<file path="config.mk">
export PLATFORM = sky130hd
export DESIGN_NAME = fifo_rr_arbiter
export DESIGN_NICKNAME = d
export VERILOG_FILES = /design/src/rtl/fifo_arb_pkg.sv /design/src/rtl/rr_priority_picker.sv /design/src/rtl/fifo_rr_arbiter.sv
export SDC_FILE = /design/constraint.sdc
export NUM_CORES = 1
export LEC_CHECK = 0
export CORE_UTILIZATION = 46
export CTS_BUF_LIST = sky130_fd_sc_hd__clkbuf_2 sky130_fd_sc_hd__clkbuf_4 sky130_fd_sc_hd__clkbuf_8
export DETAILED_ROUTE_END_ITERATION = 16
export PLACE_DENSITY = 0.82
export SLEW_MARGIN = 5
export SYNTH_ARGS = -nofsm -noshare
export SYNTH_HDL_FRONTEND = slang
export SYNTH_SLANG_ARGS = --single-unit
</file>
<file path="constraint.sdc">
create_clock -name clk_i -period 3.4 [get_ports clk_i]
set_clock_uncertainty 0.15 [all_clocks]
set_input_delay 0.68 -clock clk_i [delete_from_list [all_inputs] [get_ports clk_i]]
set_output_delay 0.68 -clock clk_i [all_outputs]
set_load 0.05 [all_outputs]
</file>
<file path="src/rtl/fifo_arb_pkg.sv">
`default_nettype none
// ============================================================================
//  Module      : fifo_arb_pkg
//  Description : Shared helpers for the FIFO round-robin arbiter.
//                - idx_width : width of a requester index ($clog2(NUM_REQ))
//                - cnt_width : width of the burst beat counter
//                              ($clog2(MAX_BURST+1))
//                - rr_inc    : modulo-N increment used to start the
//                              round-robin scan after the last winner
//  Revision    : 1.0 - initial release
// ============================================================================
package fifo_arb_pkg;

    // Index width for a set of n requesters.
    function automatic int idx_width(input int n);
        return $clog2(n);
    endfunction

    // Counter width able to hold the values 0..b.
    function automatic int cnt_width(input int b);
        return $clog2(b + 1);
    endfunction

    // ptr + 1 modulo n; the last index wraps back to 0.
    function automatic int rr_inc(input int ptr, input int n);
        return (ptr >= n - 1) ? 0 : ptr + 1;
    endfunction

endpackage : fifo_arb_pkg
`default_nettype wire

</file>
<file path="src/rtl/rr_priority_picker.sv">
`default_nettype none
// ============================================================================
//  Module      : rr_priority_picker
//  Description : Combinational rotating-priority picker. Scans the request
//                vector starting at index `start`, wrapping modulo NUM_REQ,
//                and returns the first asserted request.
//  Ports       : req         in  NUM_REQ  request vector
//                start       in  IDX_W    first index examined
//                grant_oh    out NUM_REQ  one-hot grant (zero if no request)
//                grant_idx   out IDX_W    index of the granted request
//                grant_valid out 1        a request was found
//  Revision    : 1.0 - initial release
// ============================================================================
module rr_priority_picker
    import fifo_arb_pkg::*;
#(
    parameter int NUM_REQ = 4
) (
    input  logic [NUM_REQ-1:0]              req,
    input  logic [idx_width(NUM_REQ)-1:0]   start,
    output logic [NUM_REQ-1:0]              grant_oh,
    output logic [idx_width(NUM_REQ)-1:0]   grant_idx,
    output logic                            grant_valid
);

    localparam int IDX_W = idx_width(NUM_REQ);

    // One extra bit so start + offset cannot overflow before the wrap.
    logic [IDX_W:0]   sum;
    logic [IDX_W-1:0] pos;

    always_comb begin
        grant_oh    = '0;
        grant_idx   = '0;
        grant_valid = 1'b0;
        sum         = '0;
        pos         = '0;
        for (int i = 0; i < NUM_REQ; i++) begin
            sum = {1'b0, start} + (IDX_W+1)'(i);
            if (sum >= (IDX_W+1)'(NUM_REQ)) begin
                sum = sum - (IDX_W+1)'(NUM_REQ);
            end
            pos = sum[IDX_W-1:0];
            if (!grant_valid && req[pos]) begin
                grant_valid   = 1'b1;
                grant_idx     = pos;
                grant_oh[pos] = 1'b1;
            end
        end
    end

endmodule : rr_priority_picker
`default_nettype wire

</file>
<file path="src/rtl/fifo_rr_arbiter.sv">
`default_nettype none
// ============================================================================
//  Module      : fifo_rr_arbiter
//  Description : Round-robin merge of NUM_REQ Avalon-ST producers into one
//                registered beat stream feeding a FIFO write port. One
//                requester is granted per beat; the output register reloads
//                whenever it is empty or being drained, giving full
//                throughput.
//  Build macro : FIFO_ARB_BURST_LOCK_EN - when defined, a winner keeps the
//                grant for up to MAX_BURST consecutive beats while it stays
//                valid. When undefined, every beat is arbitrated afresh and
//                MAX_BURST has no effect.
//  Ports       : clk_i    in  1                   rising-edge clock
//                rst_n_i  in  1                   async active-low reset
//                data_i   in  NUM_REQ*DATA_WIDTH  packed requester data
//                valid_i  in  NUM_REQ             per-requester valid
//                ready_o  out NUM_REQ             per-requester ready (<=1 hot)
//                data_o   out DATA_WIDTH          registered beat
//                valid_o  out 1                   data_o holds a beat
//                ready_i  in  1                   FIFO ready
//                src_o    out $clog2(NUM_REQ)     requester that supplied data_o
//  Revision    : 1.0 - initial release
// ============================================================================
module fifo_rr_arbiter
    import fifo_arb_pkg::*;
#(
    parameter int DATA_WIDTH = 11,
    parameter int NUM_REQ    = 4,
    parameter int MAX_BURST  = 4
) (
    input  logic                            clk_i,
    input  logic                            rst_n_i,
    input  logic [NUM_REQ*DATA_WIDTH-1:0]   data_i,
    input  logic [NUM_REQ-1:0]              valid_i,
    output logic [NUM_REQ-1:0]              ready_o,
    output logic [DATA_WIDTH-1:0]           data_o,
    output logic                            valid_o,
    input  logic                            ready_i,
    output logic [idx_width(NUM_REQ)-1:0]   src_o
);

    localparam int IDX_W = idx_width(NUM_REQ);

    // Unsupported configurations leave a visibly named scope behind.
    if (NUM_REQ < 2 || MAX_BURST < 1) begin : g_unsupported_params
    end

    logic [DATA_WIDTH-1:0] req_data [NUM_REQ];

    for (genvar k = 0; k < NUM_REQ; k++) begin : g_unpack
        assign req_data[k] = data_i[k*DATA_WIDTH +: DATA_WIDTH];
    end

    logic [IDX_W-1:0]   rr_ptr;
    logic [IDX_W-1:0]   scan_start;
    logic [IDX_W-1:0]   pick_idx;
    logic [NUM_REQ-1:0] pick_oh;
    logic               pick_valid;
    logic [IDX_W-1:0]   grant_idx;
    logic [NUM_REQ-1:0] grant_oh;
    logic               grant_valid;
    logic               load_en;
    logic               xfer;

    // The output register may take a new beat when empty or being drained.
    assign load_en    = !valid_o || ready_i;
    assign scan_start = IDX_W'(rr_inc(32'(rr_ptr), NUM_REQ));

    rr_priority_picker #(
        .NUM_REQ     (NUM_REQ)
    ) u_picker (
        .req         (valid_i),
        .start       (scan_start),
        .grant_oh    (pick_oh),
        .grant_idx   (pick_idx),
        .grant_valid (pick_valid)
    );

`ifdef FIFO_ARB_BURST_LOCK_EN
    localparam int CNT_W = cnt_width(MAX_BURST);

    logic [IDX_W-1:0] owner;
    logic             locked;
    logic [CNT_W-1:0] beat_cnt;
    logic [CNT_W-1:0] next_cnt;
    logic             hold_owner;

    // A locked owner that is still valid bypasses the round-robin scan.
    assign hold_owner  = locked && valid_i[owner];
    assign grant_idx   = hold_owner ? owner : pick_idx;
    assign grant_oh    = hold_owner ? (NUM_REQ'(1) << owner) : pick_oh;
    assign grant_valid = hold_owner || pick_valid;

    // Continuing the current burst extends the count; any new winner
    // starts a fresh burst at one beat.
    assign next_cnt = (locked && (grant_idx == owner)) ? beat_cnt + CNT_W'(1)
                                                       : CNT_W'(1);

    always_ff @(posedge clk_i or negedge rst_n_i) begin
        if (!rst_n_i) begin
            owner    <= '0;
            locked   <= 1'b0;
            beat_cnt <= '0;
        end else if (xfer) begin
            owner <= grant_idx;
            if (next_cnt == CNT_W'(MAX_BURST)) begin
                locked   <= 1'b0;
                beat_cnt <= '0;
            end else begin
                locked   <= 1'b1;
                beat_cnt <= next_cnt;
            end
        end else if (load_en && locked && !valid_i[owner]) begin
            // Owner went idle with nobody else to take over this cycle.
            locked   <= 1'b0;
            beat_cnt <= '0;
        end
    end
`else
    assign grant_idx   = pick_idx;
    assign grant_oh    = pick_oh;
    assign grant_valid = pick_valid;
`endif

    assign xfer    = load_en && grant_valid;
    assign ready_o = load_en ? grant_oh : '0;

    // Output register and round-robin pointer. Reset parks the pointer on
    // the last index so requester 0 is examined first.
    always_ff @(posedge clk_i or negedge rst_n_i) begin
        if (!rst_n_i) begin
            data_o  <= '0;
            valid_o <= 1'b0;
            src_o   <= '0;
            rr_ptr  <= IDX_W'(NUM_REQ - 1);
        end else if (load_en) begin
            valid_o <= xfer;
            if (xfer) begin
                data_o <= req_data[grant_idx];
                src_o  <= grant_idx;
                rr_ptr <= grant_idx;
            end
        end
    end

endmodule : fifo_rr_arbiter
`default_nettype wire

</file>
# Word-level counts from Yosys, hierarchy flattened

Index checks and enable logic that the tools add are counted.

Add/subtract/negate cells: 8
$lt $le $gt $ge: 14
Mux-type cells: 37
Bitwise gates (word level): 4
Reduce and logical (&&, ||, !) cells: 14

Operators by type and width:

| operator            | number |
|---|---|
| $bmux 11 s2         | 1 |
| $mux 11             | 2 |
| $mux 4              | 5 |
| $mux 2              | 9 |
| $ge 3x3->1 const B  | 4 |
| $lt 2x3->1 const B  | 4 |
| $mux 1              | 12 |
| $or 4x4->4          | 3 |
| $bmux 1 s2          | 4 |
| $demux 1 s2         | 4 |
| $ge 2x1->1 const B  | 4 |
| $logic_and 1x1->1   | 8 |
| $sub 2x1->2 const B | 4 |
| $add 2x2->3 const B | 2 |
| $logic_not 1->1     | 4 |
| $add 2x1->3 const B | 1 |
| $ge 2x3->1 const B  | 1 |
| $not 2->3           | 1 |
| $add 2x1->2 const B | 1 |
| $ge 2x2->1 const B  | 1 |
| $reduce_and 2->1    | 1 |
| $logic_or 1x1->1    | 1 |

Bits in registers: 16
Word-level logic and storage cells: 81

# Logic depth before layout (Yosys ltp)

Gate-level depths: netlist of run 1.

Depth in word-level cells: 20
Mapped depth: 11
Gate-level depth less buffers: 9

# Cells and area by module

Synthesis of run 1 repeated with hierarchy kept, for this count alone.

Cells, all modules: 99
Area total of the unflattened synthesis: 1,330.0 µm²

By module, submodules not included:

| module             | instances | cells an instance | area each (µm²) |
|---|---|---|---|
| fifo_rr_arbiter    | 1         | 54                | 908.4 |
| rr_priority_picker | 1         | 45                | 421.7 |

# Least setup slack after synthesis of run 1

Ideal clock, no wire load.

Path type: reg2out
Start point: reg rr_ptr[0]
End point: out ready_o[3]
Arrival: 2,886 ps
Path slack: -316 ps
Stages on the path, launching flop included: 10
Path buffers: 0
Path through: dfstp_2 > inv_1 > ha_1 > nor2_1 > mux2i_1 > mux2i_1 > nand3b_1 > a21oi_1 > a221oi_1 > nor2_1

Word-level cells in the longest chain between the ends: 17

RTL lines:

| item                                                                 | RTL line                 | source |
|---|---|---|
| start, declared                                                      | fifo_rr_arbiter.sv:54    | `logic [IDX_W-1:0] rr_ptr;` |
| start signal, assigned                                               | fifo_rr_arbiter.sv:135   | `rr_ptr <= IDX_W'(NUM_REQ - 1);` |
| start signal, assigned                                               | fifo_rr_arbiter.sv:141   | `rr_ptr <= grant_idx;` |
| $add 2x1->2 / $ge 2x2->1 (equally long branches)                     | fifo_arb_pkg.sv:26       | `return (ptr >= n - 1) ? 0 : ptr + 1;` |
| $mux 2 *                                                             | fifo_arb_pkg.sv:26       |  |
| parallel branches: the longest is 13 deep, another holds $add 2x1->3 | n/a                      |  |
| $mux 4 *                                                             | rr_priority_picker.sv:44 | `if (!grant_valid && req[pos]) begin` |
| $mux 4 *                                                             | fifo_rr_arbiter.sv:126   | `assign ready_o = load_en ? grant_oh : '0;` |
| end, declared                                                        | fifo_rr_arbiter.sv:35    | `output logic [NUM_REQ-1:0] ready_o,` |

Every way passes the cells marked *. The select of a mux whose other input is x is not followed.

# Worst setup path after layout of run 1

Start point: reg rr_ptr[1]
End point: out ready_o[3]

The elaborated chain is that of the path after synthesis.

==> results of run 1 <==
==> cell type report <==
class                      instances  area share
tap                               48      0.0195
timing repair buffer             112       0.358
multi-input combinational        143       0.459
sequential                        16       0.131
clock buffer                       3      0.0134
inverter                          15      0.0199
==> synthesized netlist by cell type, types with 2 or more instances <==
cell,instances
o211ai_1,20
nor4_1,2
buf_6,7
o211ai_2,2
nand2_1,5
mux4_2,2
nor2b_1,2
a21oi_1,8
o21a_1,2
a41oi_2,10
o22a_1,10
buf_2,2
nand3b_1,4
dfrtp_1,14
inv_1,14
dfstp_2,2
nor2_1,22
mux2i_1,18
ha_1,8
buf_4,2
a221oi_1,4
==> power by group <==
part	switching, µW	internal (µW)
registers	73.5	297
logic	1690	1450
clock network	68.8	78.8
==> state kept, by name, indices dropped and copies added (netlist names) <==
| signal | cells |
|---|---|
| data_o | 11 |
| rr_ptr | 2 |
| src_o | 2 |
| valid_o | 1 |
==> per-stage QoR <==
stage | TNS, ns | power (µW) | utilization
after floorplan | 0 | 2330 | -
after global placement | -0.0666 | 3070 | 0.746
after detailed placement | -0.161 | 3120 | 0.746
after CTS | 0 | 3430 | 0.786
after global routing | -0.194 | 3860 | 0.818
final | 0 | 3660 | 0.818
==> logic make-up after synthesis <==
group	Yosys count
AOI/OAI and AO/OA	65
muxes	20
adders and majority gates	8
and+or+nand+nor	50
buffers and inverters	30
DFF	16
==> metal layers <==
metal	wire, µm	up-vias	GRT usage
met3	333	7	0.0347
met5	0	-	0
met1	2500	1004	0.325
met2	3200	83	0.449
li1	-	937	-
met4	62	0	0.0408
==> worst paths after layout <==
check / slack (ns) / depth (start not counted) / from / to
setup / recovery: 0.04 / 10 / rr_ptr[1] / ready_o[3]
hold / removal: 0.35 / 1 / src_o[0] / src_o[0]
setup reg to reg: 0.29 / 12 / rr_ptr[1] / data_o[0]
hold reg to reg: 0.35 / 1 / src_o[0] / src_o[0]
max in group asynchronous: 1.84 / 1 / rst_n_i / data_o[1]
min in group asynchronous: 0.75 / 1 / rst_n_i / data_o[3]
==> repair_timing <==
action                                  CTS  global route
resized for setup                        22            13
endpoints found under the setup margin    4             4
pin swaps                                 4            12
buffers inserted                          5             9
gates cloned                              0             0
==> impl_metrics.py, run 1 <==
metrics = {
    "place": {
        "gp_congestion": 0.966,
        "portBuffers": 68,
        "dp_cells": 323,
        "hpwl_um": 3800,
        "placed_area_mm2": 0.00281,
        "pre_cts_slack_ns": -0.0509,
    },
    "die": {
        "io_pins": 69,
        "core_area_mm2": 0.00377,
        "die_h_um": 65.6,
        "die_x_um": 65.6,
        "die_area_mm2": 0.00431,
        "start_util": 0.494,
        "num_rows": 22,
    },
    "logic_synthesis": {
        "muxShareOfSynthArea": 0.121,
        "synthSimpleGateAreaFrac": 0.165,
        "synth_adder_area_share": 0.0537,
        "ys.warnings.count": 0,
        "avgSynthCellArea_um2": 9.86,
        "postSynth.asyncResetShare": 1.00,
        "synth_edf_count": 0,
        "synth-xor-area-share": 0,
        "netlist_area_mm2": 0.00186,
        "synth_ff_type": "dfrtp_1",
        "yosys-top-cells-area": "dfrtp_1 19%, mux2i_1 9.7%, a41oi_2 8.7%",
        "postSynthCellCount": 189,
        "synth_largest_area_cell": "dfrtp_1",
        "synth_cell_types": 50,
        "synth_compound_area_frac": 0.334,
        "ys_seq_elements": 16,
        "synth_top_family_by_area": "compound AO/OA/AOI/OAI gates",
        "syn_nets": 248,
        "synth_top_area_frac": 0.188,
        "yosysSeqAreaShare": 0.216,
    },
    "power_and_ir_drop": {
        "leakage_uw": 0.00120,
        "power_density_mw_per_mm2": 1190,
        "vdd_ir_drop_max_mv": 0.690,
    },
    "timing": {
        "slew_viol_final": 0,
        "worst_slew_pin_slew_ns": 0.944,
        "finalCritPeriodShare": 0.987,
        "worst_slack_ns": 0.0439,
        "fmax_ghz": 0.298,
        "slew_headroom": 0.370,
        "holdWs_ns": 0.354,
        "setup_violations": 0,
        "finalHoldViolations": 0,
        "post-route-min-period_ns": 3.36,
        "rsz0062_at_grt": "yes",
    },
    "critical_path": {
        "setup.worst_path.start_class": "flip-flop",
        "cp_top_family": "compound AO/OA/AOI/OAI gates",
        "path_cells": "inv_4 -> ha_4 -> buf_4 -> o22ai_4 -> nor4_2 -> a211oi_2 -> nor2b_4 -> a221oi_2 -> nor2_4 -> buf_12",
        "required_ns": 2.57,
        "worst-endpoint-arrival_ns": 2.53,
        "slowest_stage": "dfstp_2",
        "cpPeakStageDelay_ns": 0.60,
        "crit_buf_inv": 3,
        "worst-setup-path-type": "flip-flop to primary output",
        "end_kind": "primary output",
        "cp_max_fo": 4,
    },
    "grt": {
        "antenna_found_initial": 0,
        "grt_max_degree": 35,
        "grt_pass1_vias": 1838,
        "grt.total_usage": 0.253,
        "overflow": 0,
        "grt_pass1_wl_um": 8470,
    },
    "route": {
        "viasPerCell": 6.03,
        "routed_wl_um": 6100,
        "first_pass_iters": 4,
        "wire_per_inst_um": 18.1,
        "drcViolationCount": 0,
        "num_vias": 2031,
        "ant_nets": 0,
        "initialDrtViolationCount": 110,
    },
    "cts": {
        "path_clk_slew_ns": 0.07,
        "cts_tree": "done",
        "ctsHtreeMaxLevel": 1,
        "cts_buffers": 3,
        "hold_buffers": 0,
        "cts_buffer_depth": 2,
        "clk_latency_ns": 0.25,
        "cts_sinks": 16,
        "cts_root_buffer": "clkbuf_8",
    },
    "finish": {
        "multi_input_area_mm2": 0.00142,
        "stdcell_count": 337,
        "layout_commonest_cell": "clkdlybuf4s50_1",
        "fill_cells": 204,
        "final_cell_mix": "60 x clkdlybuf4s50_1, 38 x buf_4, 20 x o211ai_1",
        "diodes": 0,
        "final_cell_area_mm2": 0.00309,
        "nets": 350,
        "drive_gt1_frac": 0.353,
        "seqCellArea_um2": 403,
        "area_growth_pct": 65.6,
    },
    "status": {
        "status": "completed",
    },
    "flow_run": {
        "cap_violations": 0,
    },
    "min_path": {
        "hold_path.class": "flip-flop to flip-flop",
    },
}
Note: power is estimated with default switching activity, not from simulation.
==> inputs of run 2 (changes only) <==
--- a/config.mk
+++ b/config.mk
@@ -5,11 +5,14 @@
 export SDC_FILE = /design/constraint.sdc
 export NUM_CORES = 1
 export LEC_CHECK = 0
-export CORE_UTILIZATION = 46
+export CELL_PAD_IN_SITES_DETAIL_PLACEMENT = 0
+export CELL_PAD_IN_SITES_GLOBAL_PLACEMENT = 1
+export CORE_UTILIZATION = 34
 export CTS_BUF_LIST = sky130_fd_sc_hd__clkbuf_2 sky130_fd_sc_hd__clkbuf_4 sky130_fd_sc_hd__clkbuf_8
 export DETAILED_ROUTE_END_ITERATION = 16
-export PLACE_DENSITY = 0.82
+export PLACE_DENSITY = 0.81
 export SLEW_MARGIN = 5
 export SYNTH_ARGS = -nofsm -noshare
 export SYNTH_HDL_FRONTEND = slang
 export SYNTH_SLANG_ARGS = --single-unit
+export TNS_END_PERCENT = 5
==> impl_metrics.py, run 2 (synthesis results as in run 1) <==
metrics = {
    "place": {
        "pre_cts_slack_ns": -0.176,
        "placed_area_mm2": 0.00279,
        "hpwl_um": 3940,
        "gp_congestion": 0.896,
        "portBuffers": 68,
    },
    "cts": {
        "cts_buffer_depth": 2,
        "path_clk_slew_ns": 0.06,
        "clk_latency_ns": 0.25,
        "ctsHtreeMaxLevel": 1,
        "cts_tree": "done",
        "cts_root_buffer": "clkbuf_8",
        "cts_buffers": 3,
        "cts_sinks": 16,
    },
    "route": {
        "drcViolationCount": 0,
        "routed_wl_um": 5510,
        "viasPerCell": 5.33,
        "ant_nets": 0,
        "wire_per_inst_um": 15.5,
        "num_vias": 1898,
        "first_pass_iters": 4,
        "initialDrtViolationCount": 77,
    },
    "die": {
        "die_area_mm2": 0.00578,
        "start_util": 0.358,
        "die_x_um": 76.0,
        "num_rows": 26,
        "io_pins": 69,
        "die_h_um": 76.0,
        "core_area_mm2": 0.00520,
    },
    "critical_path": {
        "setup.worst_path.start_class": "flip-flop",
        "path_cells": "buf_8 -> ha_4 -> nor2_4 -> buf_6 -> mux2i_2 -> a211oi_2 -> nor2b_4 -> a221oi_2 -> nor2_4 -> buf_12",
        "crit_buf_inv": 3,
        "crit_top_cell": "nor2_4",
        "cpPeakStageDelay_ns": 0.57,
        "slowest_stage": "dfstp_2",
        "worst-setup-path-type": "flip-flop to primary output",
        "cp_top_family": "compound AO/OA/AOI/OAI gates",
        "required_ns": 2.57,
        "cp_max_fo": 7,
        "rrSetupSlack_ns": 0.40,
        "worst-endpoint-arrival_ns": 2.51,
        "end_kind": "primary output",
    },
    "grt": {
        "grt_max_degree": 30,
        "grt_pass1_wl_um": 8720,
        "overflow": 0,
        "grt_pass1_vias": 1825,
        "antenna_found_initial": 0,
        "grt.total_usage": 0.184,
    },
    "finish": {
        "diodes": 0,
        "nets": 346,
        "postLayoutCoreUtil": 0.596,
        "fill_cells": 452,
        "drive_gt1_frac": 0.346,
        "final_cell_mix": "60 x clkdlybuf4s50_1, 34 x buf_4, 20 x o211ai_1",
        "area_growth_pct": 66.6,
        "largest_reg_flops": 11,
        "regMostFlops": "data_o",
        "top_regs": "data_o (11), rr_ptr (2), src_o (2)",
        "layout_commonest_cell": "clkdlybuf4s50_1",
        "final_cell_area_mm2": 0.00310,
    },
    "timing": {
        "fin_tns_setup_ns": 0,
        "finalHoldViolations": 0,
        "worst_slew_pin_slew_ns": 0.733,
        "worst_slack_ns": 0.0649,
        "slew_viol_final": 0,
        "slew_headroom": 0.510,
        "fmax_ghz": 0.300,
        "holdWs_ns": 0.350,
        "finalCritPeriodShare": 0.981,
        "setup_violations": 0,
        "post-route-min-period_ns": 3.34,
    },
    "power_and_ir_drop": {
        "switchingPower_uw": 1770,
        "power_frac_seq": 0.098,
        "leakage_uw": 0.00119,
        "switching_share": 0.490,
        "power_density_mw_per_mm2": 1160,
        "internal_power_uw": 1840,
        "vdd_ir_drop_max_mv": 0.594,
        "combPwrFrac": 0.854,
        "power_frac_clock": 0.047,
    },
    "flow_run": {
        "cap_violations": 0,
    },
    "min_path": {
        "hold_path.class": "flip-flop to flip-flop",
    },
    "status": {
        "status": "completed",
    },
}
## run 2: worst paths after layout
check	endpoint	cells after the start	start
max	ready_o[3]	10	rr_ptr[0]
min	src_o[0]	1	src_o[0]
max reg2reg	data_o[5]	12	rr_ptr[0]
min reg2reg	src_o[0]	1	src_o[0]
max in group asynchronous	data_o[10]	1	rst_n_i
min in group asynchronous	data_o[3]	1	rst_n_i
## run 2: power by group through the flow
stage / clock network, µW / logic, µW / registers [µW]
floorplan: 0 / 1680 / 633
global placement: 0 / 2720 / 344
detailed placement: 0 / 2760 / 344
CTS: 175 / 2940 / 344
global route: 183 / 3290 / 369
finish: 171 / 3080 / 355
## run 2: layout make-up
| class | instances | area (µm²) | share of cell area |
|---|---|---|---|
| repair buffers | 107 | 1050 | 0.338 |
| multi-input cells | 144 | 1450 | 0.467 |
| clock buffers | 4 | 55.1 | 0.0177 |
| inverters | 15 | 61.3 | 0.0198 |
| well taps | 70 | 87.6 | 0.0282 |
| flip-flops and latches | 16 | 403 | 0.130 |
## run 2: repair_timing
action,CTS,global route
cloned,1,0
endpoints found under the hold margin,0,0
setup endpoints to repair,4,4
hold buffers,0,0
buffers inserted,3,7
gates resized for setup,20,20
pin swaps,2,7
## run 2: stage by stage
step / power, µW / cells
floorplan: 2310 / 189
global placement: 3060 / 342
detailed placement: 3100 / 342
CTS: 3450 / 350
global route: 3840 / 356
finish: 3610 / 356
## run 2: routing by layer
metal  share of wire  vias up  track usage
met2            0.51       51        0.333
met1            0.44      912        0.231
li1                -      931            -
met4          0.0076        0       0.0327
met3           0.041        4       0.0311
met5               0        -            0
